## src/rtl/pupil_bbox_tracker.sv

```systemverilog
// Per-frame bounding box, centre and count of dark pixels from a binarised pixel stream.
// Optional ROI_EN macro restricts counting to the ROI_X0..ROI_X1 / ROI_Y0..ROI_Y1 window.
module pupil_bbox_tracker #(
    parameter int unsigned COORD_W    = 12,
    parameter int unsigned COUNT_W    = 20,
    parameter int unsigned MIN_PIXELS = 64,
    parameter int unsigned ROI_X0     = 0,
    parameter int unsigned ROI_X1     = 639,
    parameter int unsigned ROI_Y0     = 0,
    parameter int unsigned ROI_Y1     = 479
) (
    input  logic               iCLK,
    input  logic               iRST,
    input  logic               iFVAL,
    input  logic               iDVAL,
    input  logic [9:0]         iDATA,
    output logic [COORD_W-1:0] oX_MIN,
    output logic [COORD_W-1:0] oX_MAX,
    output logic [COORD_W-1:0] oY_MIN,
    output logic [COORD_W-1:0] oY_MAX,
    output logic [COORD_W-1:0] oCX,
    output logic [COORD_W-1:0] oCY,
    output logic [COUNT_W-1:0] oCOUNT,
    output logic               oFOUND,
    output logic               oDONE
);

    typedef enum logic [1:0] {StIdle, StActive, StLatch} state_e;

    localparam logic [COORD_W-1:0] CoordMax = {COORD_W{1'b1}};
    localparam logic [COUNT_W-1:0] CountMax = {COUNT_W{1'b1}};
    localparam logic [COUNT_W-1:0] MinPix   = COUNT_W'(MIN_PIXELS);

    state_e              state_q, state_d;
    logic                prev_fval_q, prev_dval_q;
    logic [COORD_W-1:0]  x_q, x_d, y_q, y_d;
    logic [COUNT_W-1:0]  cnt_q, cnt_d;
    logic [COORD_W-1:0]  xmin_q, xmin_d, xmax_q, xmax_d;
    logic [COORD_W-1:0]  ymin_q, ymin_d, ymax_q, ymax_d;

    logic [COORD_W-1:0]  x_min_out_q, x_min_out_d, x_max_out_q, x_max_out_d;
    logic [COORD_W-1:0]  y_min_out_q, y_min_out_d, y_max_out_q, y_max_out_d;
    logic [COORD_W-1:0]  cx_q, cx_d, cy_q, cy_d;
    logic [COUNT_W-1:0]  count_out_q, count_out_d;
    logic                found_q, found_d;
    logic                done_q, done_d;

    logic                fval_rise, fval_fall, dval_fall;
    logic                start_frame, pix_en, line_end, latch_en;
    logic                dark, in_roi, count_pix;
    logic [COORD_W-1:0]  x_inc, y_inc;
    logic [COUNT_W-1:0]  cnt_inc;
    logic [COORD_W:0]    sum_x, sum_y;
    logic                unused_data;

    assign fval_rise = iFVAL & ~prev_fval_q;
    assign fval_fall = ~iFVAL & prev_fval_q;
    assign dval_fall = ~iDVAL & prev_dval_q;
    assign dark      = ~iDATA[9];
    assign unused_data = ^iDATA[8:0];

`ifdef ROI_EN
    localparam logic [COORD_W-1:0] RoiX0 = COORD_W'(ROI_X0);
    localparam logic [COORD_W-1:0] RoiX1 = COORD_W'(ROI_X1);
    localparam logic [COORD_W-1:0] RoiY0 = COORD_W'(ROI_Y0);
    localparam logic [COORD_W-1:0] RoiY1 = COORD_W'(ROI_Y1);

    assign in_roi = (x_q >= RoiX0) && (x_q <= RoiX1) && (y_q >= RoiY0) && (y_q <= RoiY1);
`else
    logic unused_roi;
    assign unused_roi = ^{ROI_X0, ROI_X1, ROI_Y0, ROI_Y1};
    assign in_roi     = 1'b1;
`endif

    assign count_pix = dark & in_roi;

    assign x_inc   = (x_q == CoordMax) ? x_q : x_q + 1'b1;
    assign y_inc   = (y_q == CoordMax) ? y_q : y_q + 1'b1;
    assign cnt_inc = (cnt_q == CountMax) ? cnt_q : cnt_q + 1'b1;

    // Extra bit keeps the centre exact when both bounds are near the top of the range.
    assign sum_x = {1'b0, xmin_q} + {1'b0, xmax_q};
    assign sum_y = {1'b0, ymin_q} + {1'b0, ymax_q};

    always_comb begin
        state_d     = state_q;
        start_frame = 1'b0;
        pix_en      = 1'b0;
        line_end    = 1'b0;
        latch_en    = 1'b0;
        unique case (state_q)
            StIdle: begin
                if (fval_rise) begin
                    state_d     = StActive;
                    start_frame = 1'b1;
                end
            end
            StActive: begin
                if (fval_fall) begin
                    state_d = StLatch;
                end else if (iDVAL) begin
                    pix_en = 1'b1;
                end else if (dval_fall) begin
                    line_end = 1'b1;
                end
            end
            StLatch: begin
                latch_en = 1'b1;
                state_d  = StIdle;
                if (fval_rise) begin
                    state_d     = StActive;
                    start_frame = 1'b1;
                end
            end
            default: state_d = StIdle;
        endcase
    end

    always_comb begin
        x_d    = x_q;
        y_d    = y_q;
        cnt_d  = cnt_q;
        xmin_d = xmin_q;
        xmax_d = xmax_q;
        ymin_d = ymin_q;
        ymax_d = ymax_q;
        if (start_frame) begin
            x_d    = '0;
            y_d    = '0;
            cnt_d  = '0;
            xmin_d = CoordMax;
            xmax_d = '0;
            ymin_d = CoordMax;
            ymax_d = '0;
        end else if (pix_en) begin
            if (count_pix) begin
                cnt_d  = cnt_inc;
                xmin_d = (x_q < xmin_q) ? x_q : xmin_q;
                xmax_d = (x_q > xmax_q) ? x_q : xmax_q;
                ymin_d = (y_q < ymin_q) ? y_q : ymin_q;
                ymax_d = (y_q > ymax_q) ? y_q : ymax_q;
            end
            x_d = x_inc;
        end else if (line_end) begin
            x_d = '0;
            y_d = y_inc;
        end
    end

    always_comb begin
        x_min_out_d = x_min_out_q;
        x_max_out_d = x_max_out_q;
        y_min_out_d = y_min_out_q;
        y_max_out_d = y_max_out_q;
        cx_d        = cx_q;
        cy_d        = cy_q;
        count_out_d = count_out_q;
        found_d     = found_q;
        done_d      = 1'b0;
        if (latch_en) begin
            // An empty frame reports a zero box rather than the all-ones seed values.
            if (cnt_q != '0) begin
                x_min_out_d = xmin_q;
                x_max_out_d = xmax_q;
                y_min_out_d = ymin_q;
                y_max_out_d = ymax_q;
                cx_d        = sum_x[COORD_W:1];
                cy_d        = sum_y[COORD_W:1];
            end else begin
                x_min_out_d = '0;
                x_max_out_d = '0;
                y_min_out_d = '0;
                y_max_out_d = '0;
                cx_d        = '0;
                cy_d        = '0;
            end
            count_out_d = cnt_q;
            found_d     = (cnt_q >= MinPix);
            done_d      = 1'b1;
        end
    end

    always_ff @(posedge iCLK or posedge iRST) begin
        if (iRST) begin
            state_q     <= StIdle;
            // Seeded high so a frame already in progress at reset release is not seen as a start.
            prev_fval_q <= 1'b1;
            prev_dval_q <= 1'b0;
            x_q         <= '0;
            y_q         <= '0;
            cnt_q       <= '0;
            xmin_q      <= '0;
            xmax_q      <= '0;
            ymin_q      <= '0;
            ymax_q      <= '0;
            x_min_out_q <= '0;
            x_max_out_q <= '0;
            y_min_out_q <= '0;
            y_max_out_q <= '0;
            cx_q        <= '0;
            cy_q        <= '0;
            count_out_q <= '0;
            found_q     <= 1'b0;
            done_q      <= 1'b0;
        end else begin
            state_q     <= state_d;
            prev_fval_q <= iFVAL;
            prev_dval_q <= iDVAL;
            x_q         <= x_d;
            y_q         <= y_d;
            cnt_q       <= cnt_d;
            xmin_q      <= xmin_d;
            xmax_q      <= xmax_d;
            ymin_q      <= ymin_d;
            ymax_q      <= ymax_d;
            x_min_out_q <= x_min_out_d;
            x_max_out_q <= x_max_out_d;
            y_min_out_q <= y_min_out_d;
            y_max_out_q <= y_max_out_d;
            cx_q        <= cx_d;
            cy_q        <= cy_d;
            count_out_q <= count_out_d;
            found_q     <= found_d;
            done_q      <= done_d;
        end
    end

    assign oX_MIN = x_min_out_q;
    assign oX_MAX = x_max_out_q;
    assign oY_MIN = y_min_out_q;
    assign oY_MAX = y_max_out_q;
    assign oCX    = cx_q;
    assign oCY    = cy_q;
    assign oCOUNT = count_out_q;
    assign oFOUND = found_q;
    assign oDONE  = done_q;

endmodule

```

## config.mk

```make
export PLATFORM = sky130hd
export DESIGN_NAME = pupil_bbox_tracker
export DESIGN_NICKNAME = d
export VERILOG_FILES = /design/src/rtl/pupil_bbox_tracker.sv
export SDC_FILE = /design/constraint.sdc
export NUM_CORES = 1
export LEC_CHECK = 0
export CORE_ASPECT_RATIO = 2
export CORE_MARGIN = 4
export CORE_UTILIZATION = 40
export CTS_BUF_LIST = sky130_fd_sc_hd__clkbuf_4 sky130_fd_sc_hd__clkbuf_8
export DETAILED_ROUTE_END_ITERATION = 6
export DONT_BUFFER_PORTS = 1
export PLACE_DENSITY = 0.56
export SLEW_MARGIN = 0
export SYNTH_ARGS = -nofsm -noshare
export SYNTH_HDL_FRONTEND = slang
export SYNTH_SLANG_ARGS = --single-unit
```

## constraint.sdc

```tcl
create_clock -name iCLK -period 8.1 [get_ports iCLK]
set_input_delay 1.62 -clock iCLK [delete_from_list [all_inputs] [get_ports iCLK]]
set_output_delay 1.62 -clock iCLK [all_outputs]
set_load 0.01 [all_outputs]
```

-- Word level (Yosys, flattened, before mapping)
Index checks and enable logic that the tools add are counted.
- register bits: 190
- latch bits: 0
- RAM bits: 0
- bits in read-only memories: 0
- output and inout bits: 94
- logic and storage cells: 114
- memories kept: 0
- add/sub/neg operators: 5
- $mul: 0
- div/mod/pow operators: 0
- magnitude comparators: 5
- equal/unequal tests: 12
- shifts and indexed selects: 0
- muxes and demuxes: 49
- bitwise operators: 6
- reductions and logical operators: 18
- operator list (kind ; number):
    12-bit 2-to-1 mux ; 30
    20-bit 2-to-1 mux ; 4
    12-bit by 12-bit adder with 13-bit output ; 2
    12-bit by 1-bit adder with 12-bit output (second input constant) ; 2
    12-bit == test (second input constant) ; 2
    12-bit > comparator ; 2
    12-bit less-than comparator ; 2
    20-bit by 1-bit adder with 20-bit output (second input constant) ; 1
    20-bit == test (second input constant) ; 1
    20-bit by 7-bit >= comparator with 1-bit output (second input constant) ; 1
    20-bit nonzero test ; 1
    3-bit AND reduction ; 6
    1-bit 2-to-1 mux ; 12
    2-bit nonzero test ; 6
    2-bit inequality test (second input constant) ; 5
    2-bit one-hot mux with 3 select lines ; 1
    2-bit 2-to-1 mux ; 2
    2-bit AND reduction ; 2
    1-bit bitwise AND ; 3
    3-bit inequality test (second input constant) ; 1
    1-bit inverter ; 3
    3-bit nonzero test ; 1
    2-bit by 1-bit == test with 1-bit output (second input constant) ; 1
    2-bit == test (second input constant) ; 1
    3 further kinds ; 3

-- Depth between registers and ports, before layout
Gate-level depths: netlist of the first run.
- word-level depth: 9
- gate-level depth with buffers: 10
- mapped depth without buffers: 8

-- Worst setup path after synthesis of the first run
OpenSTA, ideal clock, no wires.
- path kind: input -> register
- start point: input iFVAL
- end point: register ymax_q[0]
- setup time: 132 ps
- arrival: 2920 ps
- data required time: 7968 ps
- setup slack: 5048 ps
- stages on the path: 5
- buffers on the path: 0
- cell sequence: or2b_1 -> nand4b_4 -> a2111oi_4 -> mux2i_1 -> nor2_1
- cells in the longest elaborated chain, start to end: 6
- ends and longest elaborated chain (item ; line ; RTL):
    start: declaration ; 14 ; input logic iFVAL,
    1-bit inverter ; 57 ; assign fval_fall = ~iFVAL & prev_fval_q;
    1-bit bitwise AND ; 57 ;
    1-bit 2-to-1 mux ; 99 ; if (fval_fall) begin
    1-bit 2-to-1 mux ; 91 ; unique case (state_q)
    2-bit nonzero test (no line) ; - ;
    3-bit AND reduction (no line) ; - ;
    end signal: assignment ; 215 ; ymax_q <= ymax_d;
    end: declaration ; 39 ; logic [COORD_W-1:0] ymin_q, ymin_d, ymax_q, ymax_d;
Parallel ways exist; a longest one is shown, timed or not.
A chain may end at the register's enable or synchronous reset.

-- Worst setup path after layout of the first run
- start point: input iFVAL
- end point: register xmin_q[1]
- cells in the longest elaborated chain, start to end: 6
- ends and longest elaborated chain (item ; line ; RTL):
    1-bit inverter ; 57 ;
    1-bit bitwise AND ; 57 ;
    1-bit 2-to-1 mux ; 99 ;
    1-bit 2-to-1 mux ; 91 ;
    2-bit nonzero test (no line) ; - ;
    3-bit AND reduction (no line) ; - ;
    end signal: assignment ; 212 ; xmin_q <= xmin_d;
    end: declaration ; 38 ; logic [COORD_W-1:0] xmin_q, xmin_d, xmax_q, xmax_d;
Parallel ways exist; a longest one is shown, timed or not.

==> qor_table.md, run 1 <==
| Item | Value | Unit |
|:---|:---|:---|
| Minimum setup slack among reg-to-reg paths | 5.45 | ns |
| Detailed-placement wirelength estimate | 16780 | um |
| Prevailing post-synth register cell | sky130_fd_sc_hd__dfrtp_1 | - |
| Number of global-route vias before repair | 7219 | - |
| Cell area power density | 225.4 | mW/mm^2 |
| Leakage power total | 4.996 | nW |
| Hold Crit Start | xmax_q[7]$_DFFE_PP0P_ | - |
| Hold buffers post-CTS | 0 | - |
| Number of antenna violations at the first check in global routing | 0 | - |
| Gates resized, CTS repair | 0 | - |
| Via density per instance | 5.637 | - |
| Fin area | 0.01047 | mm^2 |
| Pwr Total | 2.359 | mW |
| Count of unresolved DRC violations after routing | 0 | - |
| CTS Buffer Depth | 2 | - |
| Placed cell area | 0.01012 | mm^2 |
| Die width | 118.9 | um |
| RR Startpoint | x_q[7]$_DFFE_PP0P_ | - |
| Routed len/inst | 18.93 | um |
| Final WL | 23530 | um |
| Post-synth EDFFs | 0 | - |
| Share of synthesized flip-flops with an asynchronous set or reset | 100.0 | % |
| Number of max-slew violations in the final report | 0 | - |
| Placement Setup Slack | 4.389 | ns |
| Final-report setup violation count | 0 | - |
| Antenna diode count | 0 | - |
| Final period utilization | 39.23 | % |
| Final net count | 1028 | - |
| Minimum period implied by the final worst setup slack | 3.177 | ns |
| Total Routing Usage GR | 17.58 | % |
| Max Fanout on Critical Path | 13 | - |
| Min setup slack post-route | 4.923 | ns |
| Clock Sinks | 190 | - |
| Warning count from the yosys run | 0 | - |
| Row cnt | 81 | - |
| Starting Density | 40.48 | % |
| First drt pass iteration count | 4 | - |
| Category of the most critical setup path | input port to flop | - |
| Worst slew margin relative to its limit | 26.45 | % |
| Worst-Skew Late Latency | 0.50 | ns |
| Part of the Yosys area used for sequential elements | 48.30 | % |
| DRT antenna net count | 0 | - |
| Max-cap check violation count | 0 | - |
| Fraction of final layout cells sized beyond drive strength 1 | 6.611 | % |
| First-pass GRT wire length | 38470 | um |
| Overflow after GRT | 0 | - |
| Area growth syn-to-layout | 6.303 | % |
| Unrepaired setup endpoints after global routing | no | - |
| Flop and latch count out of synthesis | 190 | - |
| Count of vias placed by the detailed router | 7007 | - |
| Avg Inst Size Synth | 10.31 | um^2 |
| Area of the core region | 0.02432 | mm^2 |
| I/O pin cnt | 108 | - |
| CTS HTree Levels | 4 | - |
| GP Congestion | 0.7524 | - |
| Outcome | finished clean | - |
| Capturing element type of the critical path | flop | - |
| Pin count of the biggest net entering global routing | 128 | - |
| Total die area | 0.02734 | mm^2 |
| DIE HEIGHT | 229.9 | um |
| Number of nets produced by synthesis | 1043 | - |
| Initial DRC Count | 347 | - |
| Sum of negative setup slack | 0 | ns |
| Count of different cell masters after synthesis | 61 | - |
| Number of instances in the synthesized netlist | 955 | - |
| Highest Clock Rate | 314.7 | MHz |
| Synthesized cell area | 0.009846 | mm^2 |
| Startpoint kind of the worst setup timing path | input port | - |
| CP Data Required Time | 8.44 | ns |
| Clock edge transition at the registers on the reported setup and hold paths | 0.10 | ns |
| Clk_skew | 0.01420 | ns |
| Count of final hold-check violations | 0 | - |
| Crit path from | iFVAL | - |
| Number of I/O port buffers | 0 | - |
| CTS root buffer | sky130_fd_sc_hd__clkbuf_8 | - |
| Critical path data arrival time | 3.51 | ns |
| TritonCTS clock tree | built | - |
| Count of buffers added by post-CTS timing repair for setup | 0 | - |
| Hold/Removal Path Class | flop to flop | - |
| Actual slew at the worst max-slew pin | 1.098 | ns |
| Clock buffers created by TritonCTS | 17 | - |
| Worst vdd rail ir drop | 0.1232 | mV |
## critical path: stages
cell,delay (ns)
sky130_fd_sc_hd__or2b_1,0.18
sky130_fd_sc_hd__nand4b_4,0.27
sky130_fd_sc_hd__nor4_1,0.44
sky130_fd_sc_hd__o31a_1,0.49
sky130_fd_sc_hd__or2_2,0.37
sky130_fd_sc_hd__o211ai_1,0.13
## cell type report
type                            instances  area [um^2]
Clock buffer                           20        262.8
Clock inverter                         12        87.58
Fill cell                            2304        13860
Inverter                               60        232.7
Multi-Input combinational cell        662         4697
Sequential cell                       190         4756
Tap cell                              290        362.8
Timing Repair Buffer                    9        67.56
## cells in the final DEF (no fill, tap or decap), types with 3 or more instances in the layout
master                         n
sky130_fd_sc_hd__a2111oi_2     3
sky130_fd_sc_hd__a211oi_1      9
sky130_fd_sc_hd__a21o_1        9
sky130_fd_sc_hd__a21oi_1      43
sky130_fd_sc_hd__a22o_1       72
sky130_fd_sc_hd__a311oi_1      3
sky130_fd_sc_hd__a31o_2        3
sky130_fd_sc_hd__a31oi_1       4
sky130_fd_sc_hd__a41oi_1       4
sky130_fd_sc_hd__and2_1        5
sky130_fd_sc_hd__and3_1        5
sky130_fd_sc_hd__buf_4         9
sky130_fd_sc_hd__clkbuf_8     18
sky130_fd_sc_hd__clkinv_2      3
sky130_fd_sc_hd__clkinvlp_4    5
sky130_fd_sc_hd__dfrtp_1     189
sky130_fd_sc_hd__ha_1         72
sky130_fd_sc_hd__inv_1        57
sky130_fd_sc_hd__mux2i_1      16
sky130_fd_sc_hd__nand2_1      97
sky130_fd_sc_hd__nand2b_1      5
sky130_fd_sc_hd__nand3_1      17
sky130_fd_sc_hd__nand4_1      28
sky130_fd_sc_hd__nor2_1       71
sky130_fd_sc_hd__nor2b_1       6
sky130_fd_sc_hd__nor3_1       15
sky130_fd_sc_hd__nor4_1        7
sky130_fd_sc_hd__o211ai_1     15
sky130_fd_sc_hd__o21ai_0      45
sky130_fd_sc_hd__o21ai_1       3
sky130_fd_sc_hd__o21bai_1      4
sky130_fd_sc_hd__o31ai_1      13
sky130_fd_sc_hd__or3_1         4
sky130_fd_sc_hd__xnor2_1      22
sky130_fd_sc_hd__xor2_1       32
## registers in the layout, indices dropped and copies added, names as in the netlist, 2 cells and up
name	flops
cnt_q	20
oCOUNT	20
oCX	12
oCY	12
oX_MAX	12
oX_MIN	12
oY_MAX	12
oY_MIN	12
x_q	12
xmax_q	12
xmin_q	12
y_q	12
ymax_q	12
ymin_q	12
state_q	2
## stage by stage
| step | std cells | hold slack, ns | utilization (%) |
|---|---|---|---|
| CTS | 1243 | 0.5460 | 43.03 |
| global route | 1243 | 0.5661 | 43.03 |
| global placement | 1211 | 0.5143 | 41.59 |
| finish | 1243 | 0.5460 | 43.03 |
| floorplan | 955 | 0.4917 | - |
| detailed placement | 1211 | 0.5293 | 41.59 |
## where the power goes
group | internal, mW | total, mW | leakage (nW) | switching (mW)
Combinational | 0.214 | 0.470 | 2.30 | 0.257
Clock | 0.227 | 0.575 | 0.168 | 0.348
Sequential | 1.10 | 1.31 | 2.53 | 0.212
## final timing paths
path / cells past startpoint / end
setup / recovery: 6 / xmin_q[1]$_DFFE_PP0P_
hold / removal: 1 / oX_MAX[7]$_DFFE_PP0P_
setup reg to reg: 7 / xmin_q[1]$_DFFE_PP0P_
hold reg to reg: 1 / oX_MAX[7]$_DFFE_PP0P_
max in group asynchronous: 2 / cnt_q[14]$_DFFE_PP0P_
min in group asynchronous: 1 / oX_MIN[0]$_DFFE_PP0P_
## cells in the mapped netlist, types with 2 or more instances
cell type	number	area share [%]
sky130_fd_sc_hd__a41oi_1	4	0.36
sky130_fd_sc_hd__inv_1	58	2.2
sky130_fd_sc_hd__dfrtp_1	189	48
sky130_fd_sc_hd__fa_1	2	0.41
sky130_fd_sc_hd__mux2i_1	16	1.6
sky130_fd_sc_hd__nor4_1	7	0.44
sky130_fd_sc_hd__nor2b_1	6	0.38
sky130_fd_sc_hd__a2111oi_4	2	0.56
sky130_fd_sc_hd__o41ai_1	2	0.18
sky130_fd_sc_hd__and3_1	5	0.32
sky130_fd_sc_hd__xnor2_1	22	2.0
sky130_fd_sc_hd__buf_6	2	0.23
sky130_fd_sc_hd__a22o_1	72	6.4
sky130_fd_sc_hd__a2111oi_2	3	0.46
sky130_fd_sc_hd__nand3_1	17	0.86
sky130_fd_sc_hd__o31ai_1	13	0.99
sky130_fd_sc_hd__a21o_1	9	0.69
sky130_fd_sc_hd__o211ai_1	15	1.1
sky130_fd_sc_hd__o21ai_1	3	0.15
sky130_fd_sc_hd__a21oi_1	43	2.2
sky130_fd_sc_hd__and2_1	6	0.38
sky130_fd_sc_hd__nand2b_1	6	0.38
sky130_fd_sc_hd__a221o_1	2	0.20
sky130_fd_sc_hd__a211oi_1	9	0.69
sky130_fd_sc_hd__nand2_1	97	3.7
sky130_fd_sc_hd__a31oi_1	5	0.32
sky130_fd_sc_hd__a311oi_1	3	0.27
sky130_fd_sc_hd__a31o_2	3	0.27
sky130_fd_sc_hd__ha_1	72	9.1
sky130_fd_sc_hd__o21bai_1	4	0.31
sky130_fd_sc_hd__o21a_1	2	0.15
sky130_fd_sc_hd__o21ai_0	45	2.3
sky130_fd_sc_hd__xor2_1	32	2.8
sky130_fd_sc_hd__buf_2	9	0.46
sky130_fd_sc_hd__clkbuf_1	29	1.1
sky130_fd_sc_hd__nor2_1	71	2.7
sky130_fd_sc_hd__or3_1	4	0.25
sky130_fd_sc_hd__buf_1	2	0.076
sky130_fd_sc_hd__nor3_1	15	0.76
sky130_fd_sc_hd__nand4_1	28	1.8
## cell families (layout without fill, tap and decap cells)
kind of cell | after synthesis | in the layout | share of synthesized area (%)
compound gates | 245 | 245 | 18.24
flops | 190 | 190 | 48.30
simple gates | 273 | 273 | 13.24
fa+ha+maj | 74 | 74 | 9.556
xor+xnor | 54 | 54 | 4.804
buf+inv | 103 | 101 | 4.232
mux | 16 | 16 | 1.627
## per-layer routing
layer | global-route usage [%] | vias up | wire length [um]
met2 | 31.97 | 131 | 12560
met1 | 19.71 | 3428 | 9517
met3 | 4.283 | 34 | 895
met4 | 6.456 | 0 | 563
met5 | 0 | - | 0
li1 | - | 3414 | -
Power figures use the tool's default switching activity.
==> inputs of run 2 (changes only) <==
PLACE_DENSITY = 0.58   (was 0.56)
clock period = 2.8 ns   (was 8.1 ns; I/O delays follow)
==> run 2 against run 1 <==
Clock power grew to 3.0 times the previous value. Sequential power rose to 2.9 times the previous value. First-iteration DRC count down 12%. Sequential share of layout area shrank 1.4 points.
==> qor_table.md, run 2 (synthesis results as in run 1) <==
| Item | Value | Unit | vs previous |
|:---|:---|:---|:---|
| Outcome | finished clean | - |  |
| Max-cap check violation count | 0 | - | unchanged |
| Final WL | 23800 | um | +1.1% |
| Gates resized, CTS repair | 0 | - | unchanged |
| CTS HTree Levels | 4 | - | unchanged |
| Placed insts | 1241 | - | +2.5% |
| P_sw | 2.349 | mW | +190% |
| Highest Clock Rate | 384.6 | MHz |  |
| Sequential Power Share | 54.5 | % | -1.2 points |
| Clk_skew | 0.01507 | ns | +0.0008676 ns |
| CP Data Required Time | 3.14 | ns | -5.30 ns |
| Detailed-placement wirelength estimate | 17250 | um | +2.8% |
| Minimum setup slack among reg-to-reg paths | 0.20 | ns | -5.25 ns |
| Min setup slack post-route | 0.1998 | ns | -4.723 ns |
| CTS root buffer | sky130_fd_sc_hd__clkbuf_8 | - |  |
| Count of vias placed by the detailed router | 7068 | - | +0.87% |
| Startpoint kind of the worst setup timing path | flop | - |  |
| Minimum period implied by the final worst setup slack | 2.600 | ns |  |
| Die width | 118.9 | um | unchanged |
| Number of max-slew violations in the final report | 0 | - | unchanged |
| Total die area | 0.02734 | mm^2 | unchanged |
| Starting Density | 40.48 | % | unchanged |
| Worst slew margin relative to its limit | 17.61 | % | -8.8 points |
| Routed len/inst | 18.65 | um | -1.5% |
| Critical path data arrival time | 2.94 | ns | -0.57 ns |
| Crit Reg-Reg Endpoint | xmin_q[2]$_DFFE_PP0P_ | - |  |
| Area growth syn-to-layout | 9.697 | % |  |
| Initial DRC Count | 306 | - | -12% |
| Max Fanout on Critical Path | 12 | - | -1 |
| Via density per instance | 5.539 | - | -1.7% |
| Pin count of the biggest net entering global routing | 99 | - | -23% |
| DRT antenna net count | 0 | - | unchanged |
| I/O pin cnt | 108 | - | unchanged |
| Leakage power total | 5.216 | nW | +4.4% |
| Cell count of the worst hold path | 0 | - | -1 |
| R2r worst-path depth | 9 | - | +2 |
| Crit-path max cell delay | 0.39 | ns | -0.10 ns |
| Number of antenna violations at the first check in global routing | 0 | - | unchanged |
| Cell-internal power | 4.584 | mW | +200% |
| Count of unresolved DRC violations after routing | 0 | - | unchanged |
| Unrepaired setup endpoints after global routing | no | - |  |
| Hold/Removal Path Class | input port to flop | - |  |
| Clock buffers created by TritonCTS | 17 | - | unchanged |
| Clock network fraction of design power | 24.8 | % | +0.4 points |
| Row cnt | 81 | - | unchanged |
| Overflow after GRT | 0 | - | unchanged |
| Commonest cells after routing, fill and taps aside | sky130_fd_sc_hd__dfrtp_1, sky130_fd_sc_hd__nand2_1, sky130_fd_sc_hd__a22o_1, sky130_fd_sc_hd__ha_1, sky130_fd_sc_hd__nor2_1 | - |  |
| Cell Count, Final, Fillers Out | 1276 | - | +2.7% |
| CTS Buffer Depth | 2 | - | unchanged |
| RR Startpoint | xmin_q[7]$_DFFE_PP0P_ | - |  |
| End point of the most critical hold path | prev_fval_q$_DFF_PP1_ | - |  |
| Hold buffers post-CTS | 0 | - | unchanged |
| Slowest library cell on the worst path | sky130_fd_sc_hd__dfrtp_1 | - |  |
| Number of I/O port buffers | 0 | - | unchanged |
| Worst vdd rail ir drop | 0.3382 | mV | +170% |
| Category of cells accounting for the largest share of critical-path delay | compound AO/OA/AOI/OAI gates | - |  |
| Clock edge transition at the registers on the reported setup and hold paths | 0.09 | ns | about the same |
| Clock Sinks | 190 | - | unchanged |
| Number of fillers in the final layout | 2309 | - | +0.22% |
| Hold Crit Start | iFVAL | - |  |
| Placement Setup Slack | 0.08160 | ns | -4.308 ns |
| Actual slew at the worst max-slew pin | 1.230 | ns | +0.1319 ns |
| GP Congestion | 0.7875 | - | +4.7% |
| Commonest non-fill, non-tap cell in the layout | sky130_fd_sc_hd__dfrtp_1 | - |  |
| Number of global-route vias before repair | 7358 | - | +1.9% |
| DIE HEIGHT | 229.9 | um | unchanged |
| First-pass GRT wire length | 39680 | um | +3.2% |
| Final-report setup violation count | 0 | - | unchanged |
| Final period utilization | 92.86 | % |  |
| Category of the most critical setup path | flop to flop | - |  |
| Cells along the critical path | inv_1 > ha_1 > a211oi_1 > o21ai_0 > nor4_1 > buf_4 > o31a_1 > or2_2 > o211ai_1 | - |  |
| Worst-Skew Late Latency | 0.50 | ns | about the same |
| Area of the core region | 0.02432 | mm^2 | unchanged |
| Total Routing Usage GR | 18.22 | % | +0.64 points |
| Count of final hold-check violations | 0 | - | unchanged |
| Final net count | 1061 | - | +3.2% |
| Cell area power density | 641.8 | mW/mm^2 | +180% |
| Fraction of final layout cells sized beyond drive strength 1 | 9.736 | % | +3.1 points |
| Capturing element type of the critical path | flop | - |  |
| Buffers and inverters on the worst path | 2 | - | +2 |
| First drt pass iteration count | 4 | - | unchanged |
| Switching share of power | 33.88 | % | -0.72 points |
| Antenna diode count | 0 | - | unchanged |
| Part of the power in combinational logic | 20.7 | % | +0.8 points |
| TritonCTS clock tree | built | - |  |
==> run 2: final cells by class <==
type                    instances  area (um^2)  area share [%]
multi-input cells             662         4697           43.49
repair buffers                 42        390.4           3.614
clock inverters                 8        53.80          0.4981
well taps                     290        362.8           3.360
clock buffers                  24        311.5           2.885
inverters                      60        229.0           2.120
flip-flops and latches        190         4756           44.03
==> run 2: how the worst max path moves through the flow <==
| stage | from | to | slack (ns) | cells after the start |
|---|---|---|---|---|
| floorplan | iRST | cnt_q[0]$_DFFE_PP0P_ | -0.21 | 1 |
| global placement | ymax_q[11]$_DFFE_PP0P_ | ymax_q[4]$_DFFE_PP0P_ | 0.11 | 8 |
| detailed placement | ymax_q[11]$_DFFE_PP0P_ | ymax_q[4]$_DFFE_PP0P_ | 0.08 | 8 |
| CTS | ymax_q[11]$_DFFE_PP0P_ | ymax_q[4]$_DFFE_PP0P_ | 0.04 | 8 |
| global route | xmin_q[7]$_DFFE_PP0P_ | xmin_q[4]$_DFFE_PP0P_ | 0.008 | 9 |
| finish | xmin_q[7]$_DFFE_PP0P_ | xmin_q[2]$_DFFE_PP0P_ | 0.20 | 9 |
==> run 2: metrics by stage <==
step | instance area, um^2 | hold slack [ns] | utilization, % | TNS, ns | total power [mW]
2_1_floorplan | 9849 | 0.4917 | - | -39.24 | 4.796
3_3_place_gp | 10400 | 0.5054 | 42.76 | 0 | 5.261
3_5_place_dp | 10400 | 0.5175 | 42.76 | 0 | 5.293
4_1_cts | 10770 | 0.01168 | 44.26 | 0 | 7.050
5_1_grt | 10800 | 0.005158 | 44.40 | 0 | 7.385
6_report | 10800 | 0.05436 | 44.40 | 0 | 6.932
==> run 2: layer usage <==
| metal | share of wire (%) | global-route usage, % |
|---|---|---|
| met5 | 0 | 0 |
| met4 | 1.7 | 5.985 |
| met1 | 40 | 20.99 |
| met3 | 4.3 | 4.307 |
| met2 | 54 | 32.97 |
==> run 2: power by group through the flow <==
stage / Sequential, mW / Combinational, mW / Clock, mW
after global placement: 3.85 / 1.41 / 0
final: 3.78 / 1.43 / 1.72
after floorplan: 3.66 / 1.14 / 0
after CTS: 3.80 / 1.45 / 1.80
after global routing: 3.85 / 1.63 / 1.90
after detailed placement: 3.85 / 1.44 / 0
==> run 2: repair_timing <==
| action | 4_1_cts | 5_1_grt |
|---|---|---|
| setup buffers | 0 | 3 |
| endpoints found under the setup margin | 0 | 12 |
| endpoints found under the hold margin | 0 | 0 |
==> inputs of run 3 (changes only) <==
CORE_ASPECT_RATIO = 1.2   (was 2)
MAX_ROUTING_LAYER = met4   (was unset)
==> run 3 against run 2 <==
First-iteration DRC count rose by 8.5%. Final area fell by 0.36%. Non-clock buffer count fell by 13. Cell count rose by 1.3%.
==> qor_table.md, run 3 (synthesis results as in run 1) <==
| Item | Value | Unit | vs previous |
|:---|:---|:---|:---|
| Outcome | finished clean | - |  |
| Crit-path max cell delay | 0.48 | ns | +0.09 ns |
| Routed len/inst | 17.23 | um | -7.6% |
| Area of the core region | 0.02413 | mm^2 | -0.81% |
| GR Util met3 | 4.207 | % | -0.10 points |
| I/O pin cnt | 108 | - | unchanged |
| Overflow after GRT | 0 | - | unchanged |
| Hold/Removal Path Class | input port to flop | - |  |
| Count of buffers added by post-CTS timing repair for setup | 0 | - | unchanged |
| Final net count | 1048 | - | -1.2% |
| Cell area power density | 659.0 | mW/mm^2 | +2.7% |
| First-pass GRT wire length | 37930 | um | -4.4% |
| Pin count of the biggest net entering global routing | 73 | - | -26% |
| Worst slew margin relative to its limit | 44.75 | % | +27 points |
| Startpoint kind of the worst setup timing path | flop | - |  |
| Placed insts | 1261 | - | +1.6% |
| Unrepaired setup endpoints after global routing | no | - |  |
| Total Routing Usage GR | 17.63 | % | -0.59 points |
| End point of the most critical hold path | prev_fval_q$_DFF_PP1_ | - |  |
| Max-cap check violation count | 0 | - | unchanged |
| Capturing element type of the critical path | flop | - |  |
| Clock edge transition at the registers on the reported setup and hold paths | 0.11 | ns | +0.02 ns |
| TritonCTS clock tree | built | - |  |
| Cell count of the worst hold path | 0 | - | unchanged |
| GP Congestion | 0.8164 | - | +3.7% |
| Global route hottest layer | met2 | - |  |
| Number of global-route vias before repair | 7273 | - | -1.2% |
| Worst-Skew Late Latency | 0.48 | ns | -0.02 ns |
| Via density per instance | 5.452 | - | -1.6% |
| Number of max-slew violations in the final report | 0 | - | unchanged |
| Routing usage on met1 | 24.28 | % | +3.3 points |
| Number of antenna violations at the first check in global routing | 0 | - | unchanged |
| Gates resized, CTS repair | 0 | - | unchanged |
| First drt pass iteration count | 4 | - | unchanged |
| Hold buffers post-CTS | 0 | - | unchanged |
| End-of-flow core utilization | 44.61 | % | +0.20 points |
| Clock Sinks | 190 | - | unchanged |
| Hold Crit Start | iFVAL | - |  |
| Clk_skew | 0.02457 | ns | +0.009502 ns |
| Category of the most critical setup path | flop to flop | - |  |
| CTS HTree Levels | 4 | - | unchanged |
| Slowest library cell on the worst path | sky130_fd_sc_hd__dfrtp_1 | - |  |
| Initial DRC Count | 332 | - | +8.5% |
| Final period utilization | 82.72 | % | -10 points |
| Global-route met2 utilization | 26.00 | % | -7.0 points |
| Antenna diode count | 0 | - | unchanged |
| Number of I/O port buffers | 0 | - | unchanged |
| R2r worst-path depth | 8 | - | -1 |
| Commonest non-fill, non-tap cell in the layout | sky130_fd_sc_hd__dfrtp_1 | - |  |
| Count of unresolved DRC violations after routing | 0 | - | unchanged |
| Count of vias placed by the detailed router | 7050 | - | -0.25% |
| Minimum setup slack among reg-to-reg paths | 0.48 | ns | +0.28 ns |
| Highest Clock Rate | 431.8 | MHz | +12% |
| Commonest cells after routing, fill and taps aside | sky130_fd_sc_hd__dfrtp_1, sky130_fd_sc_hd__nand2_1, sky130_fd_sc_hd__a22o_1, sky130_fd_sc_hd__ha_1, sky130_fd_sc_hd__nor2_1 | - |  |
| DIE HEIGHT | 179.9 | um | -22% |
| DRT antenna net count | 0 | - | unchanged |
| Row cnt | 62 | - | -23% |
| Leakage power total | 5.145 | nW | -1.4% |
| Starting Density | 40.81 | % | +0.33 points |
| Area growth syn-to-layout | 9.303 | % |  |
| Cell Count, Final, Fillers Out | 1293 | - | +1.3% |
| Worst vdd rail ir drop | 0.2656 | mV | -21% |
| Clock buffers created by TritonCTS | 17 | - | unchanged |
| Max Fanout on Critical Path | 17 | - | +5 |
| RR Startpoint | y_q[11]$_DFFE_PP0P_ | - |  |
| Crit Reg-Reg Endpoint | ymax_q[5]$_DFFE_PP0P_ | - |  |
| Final-report setup violation count | 0 | - | unchanged |
| Detailed-placement wirelength estimate | 15760 | um | -8.7% |
| CTS root buffer | sky130_fd_sc_hd__clkbuf_8 | - |  |
| Critical path data arrival time | 2.65 | ns | -0.29 ns |
| Count of final hold-check violations | 0 | - | unchanged |
| CTS Buffer Depth | 2 | - | unchanged |
| Die width | 151.2 | um | +27% |
| Final WL | 22280 | um | -6.4% |
| Actual slew at the worst max-slew pin | 0.8271 | ns | -0.4030 ns |
| Cells along the critical path | ha_1 > nand2_1 > o21ai_1 > a2111oi_2 > a2111oi_4 > buf_4 > mux2i_1 > nor2_1 | - |  |
| Fraction of final layout cells sized beyond drive strength 1 | 8.530 | % | -1.2 points |
| CP Data Required Time | 3.13 | ns | about the same |
| Minimum period implied by the final worst setup slack | 2.316 | ns | -0.2841 ns |
| Total die area | 0.02720 | mm^2 | -0.52% |
| Number of fillers in the final layout | 2304 | - | -0.22% |
run 3: cell types whose count changed in the layout (fill, tap and decap cells not counted), sizes merged:
| cell | delta |
|---|---|
| inv | -1 |
| buf | -13 |
| clkinv | -2 |
| bufinv | +3 |
| clkinvlp | +2 |
| clkbuf | -2 |
run 3: critical path, delay by kind of cell, from the launching register on:
family / cells / cell delay (ns)
flops: 1 / 0.48
mux: 1 / 0.23
fa+ha+maj: 1 / 0.37
simple gates: 2 / 0.13
compound gates: 3 / 0.66
buf+inv: 1 / 0.31
run 3: per-stage QoR:
stage | power (mW) | setup WS (ns) | hold WS [ns] | cell area [um^2] | setup TNS, ns
finish | 7.092 | 0.4839 | 0.08361 | 10760 | 0
CTS | 7.184 | 0.4620 | 0.03785 | 10760 | 0
global placement | 5.222 | 0.5052 | 0.5179 | 10350 | 0
detailed placement | 5.252 | 0.4816 | 0.5217 | 10350 | 0
floorplan | 4.796 | -0.2076 | 0.4917 | 9849 | -39.24
global route | 7.573 | 0.2958 | 0.02723 | 10760 | 0
run 3: power by group:
group / internal, mW / switching (mW)
combinational: 0.649 / 0.765
sequential: 3.19 / 0.573
clock: 0.936 / 0.981
run 3: final cells by class:
type / count / area (um^2) / share of cell area [%]
Clock inverter: 10 / 140.1 / 1.302
Multi-Input combinational cell: 662 / 4697 / 43.65
Tap cell: 320 / 400.4 / 3.720
Timing Repair Buffer: 29 / 267.8 / 2.488
Inverter: 60 / 229.0 / 2.128
Sequential cell: 190 / 4756 / 44.19
Clock buffer: 22 / 271.5 / 2.523
run 3: worst max-delay path by stage:
stage	from	endpoint
CTS	y_q[11]$_DFFE_PP0P_	ymax_q[5]$_DFFE_PP0P_
global route	y_q[11]$_DFFE_PP0P_	ymax_q[4]$_DFFE_PP0P_
finish	y_q[11]$_DFFE_PP0P_	ymax_q[5]$_DFFE_PP0P_
floorplan	iRST	cnt_q[0]$_DFFE_PP0P_
detailed placement	ymin_q[0]$_DFFE_PP0P_	oCY[9]$_DFFE_PP0P_
global placement	ymin_q[0]$_DFFE_PP0P_	oCY[9]$_DFFE_PP0P_
run 3: layer usage:
layer	up-vias	part of all wire (%)
met5	-	0
met4	0	1.4
met3	24	4.8
met2	131	46
met1	3449	48
li1	3446	-
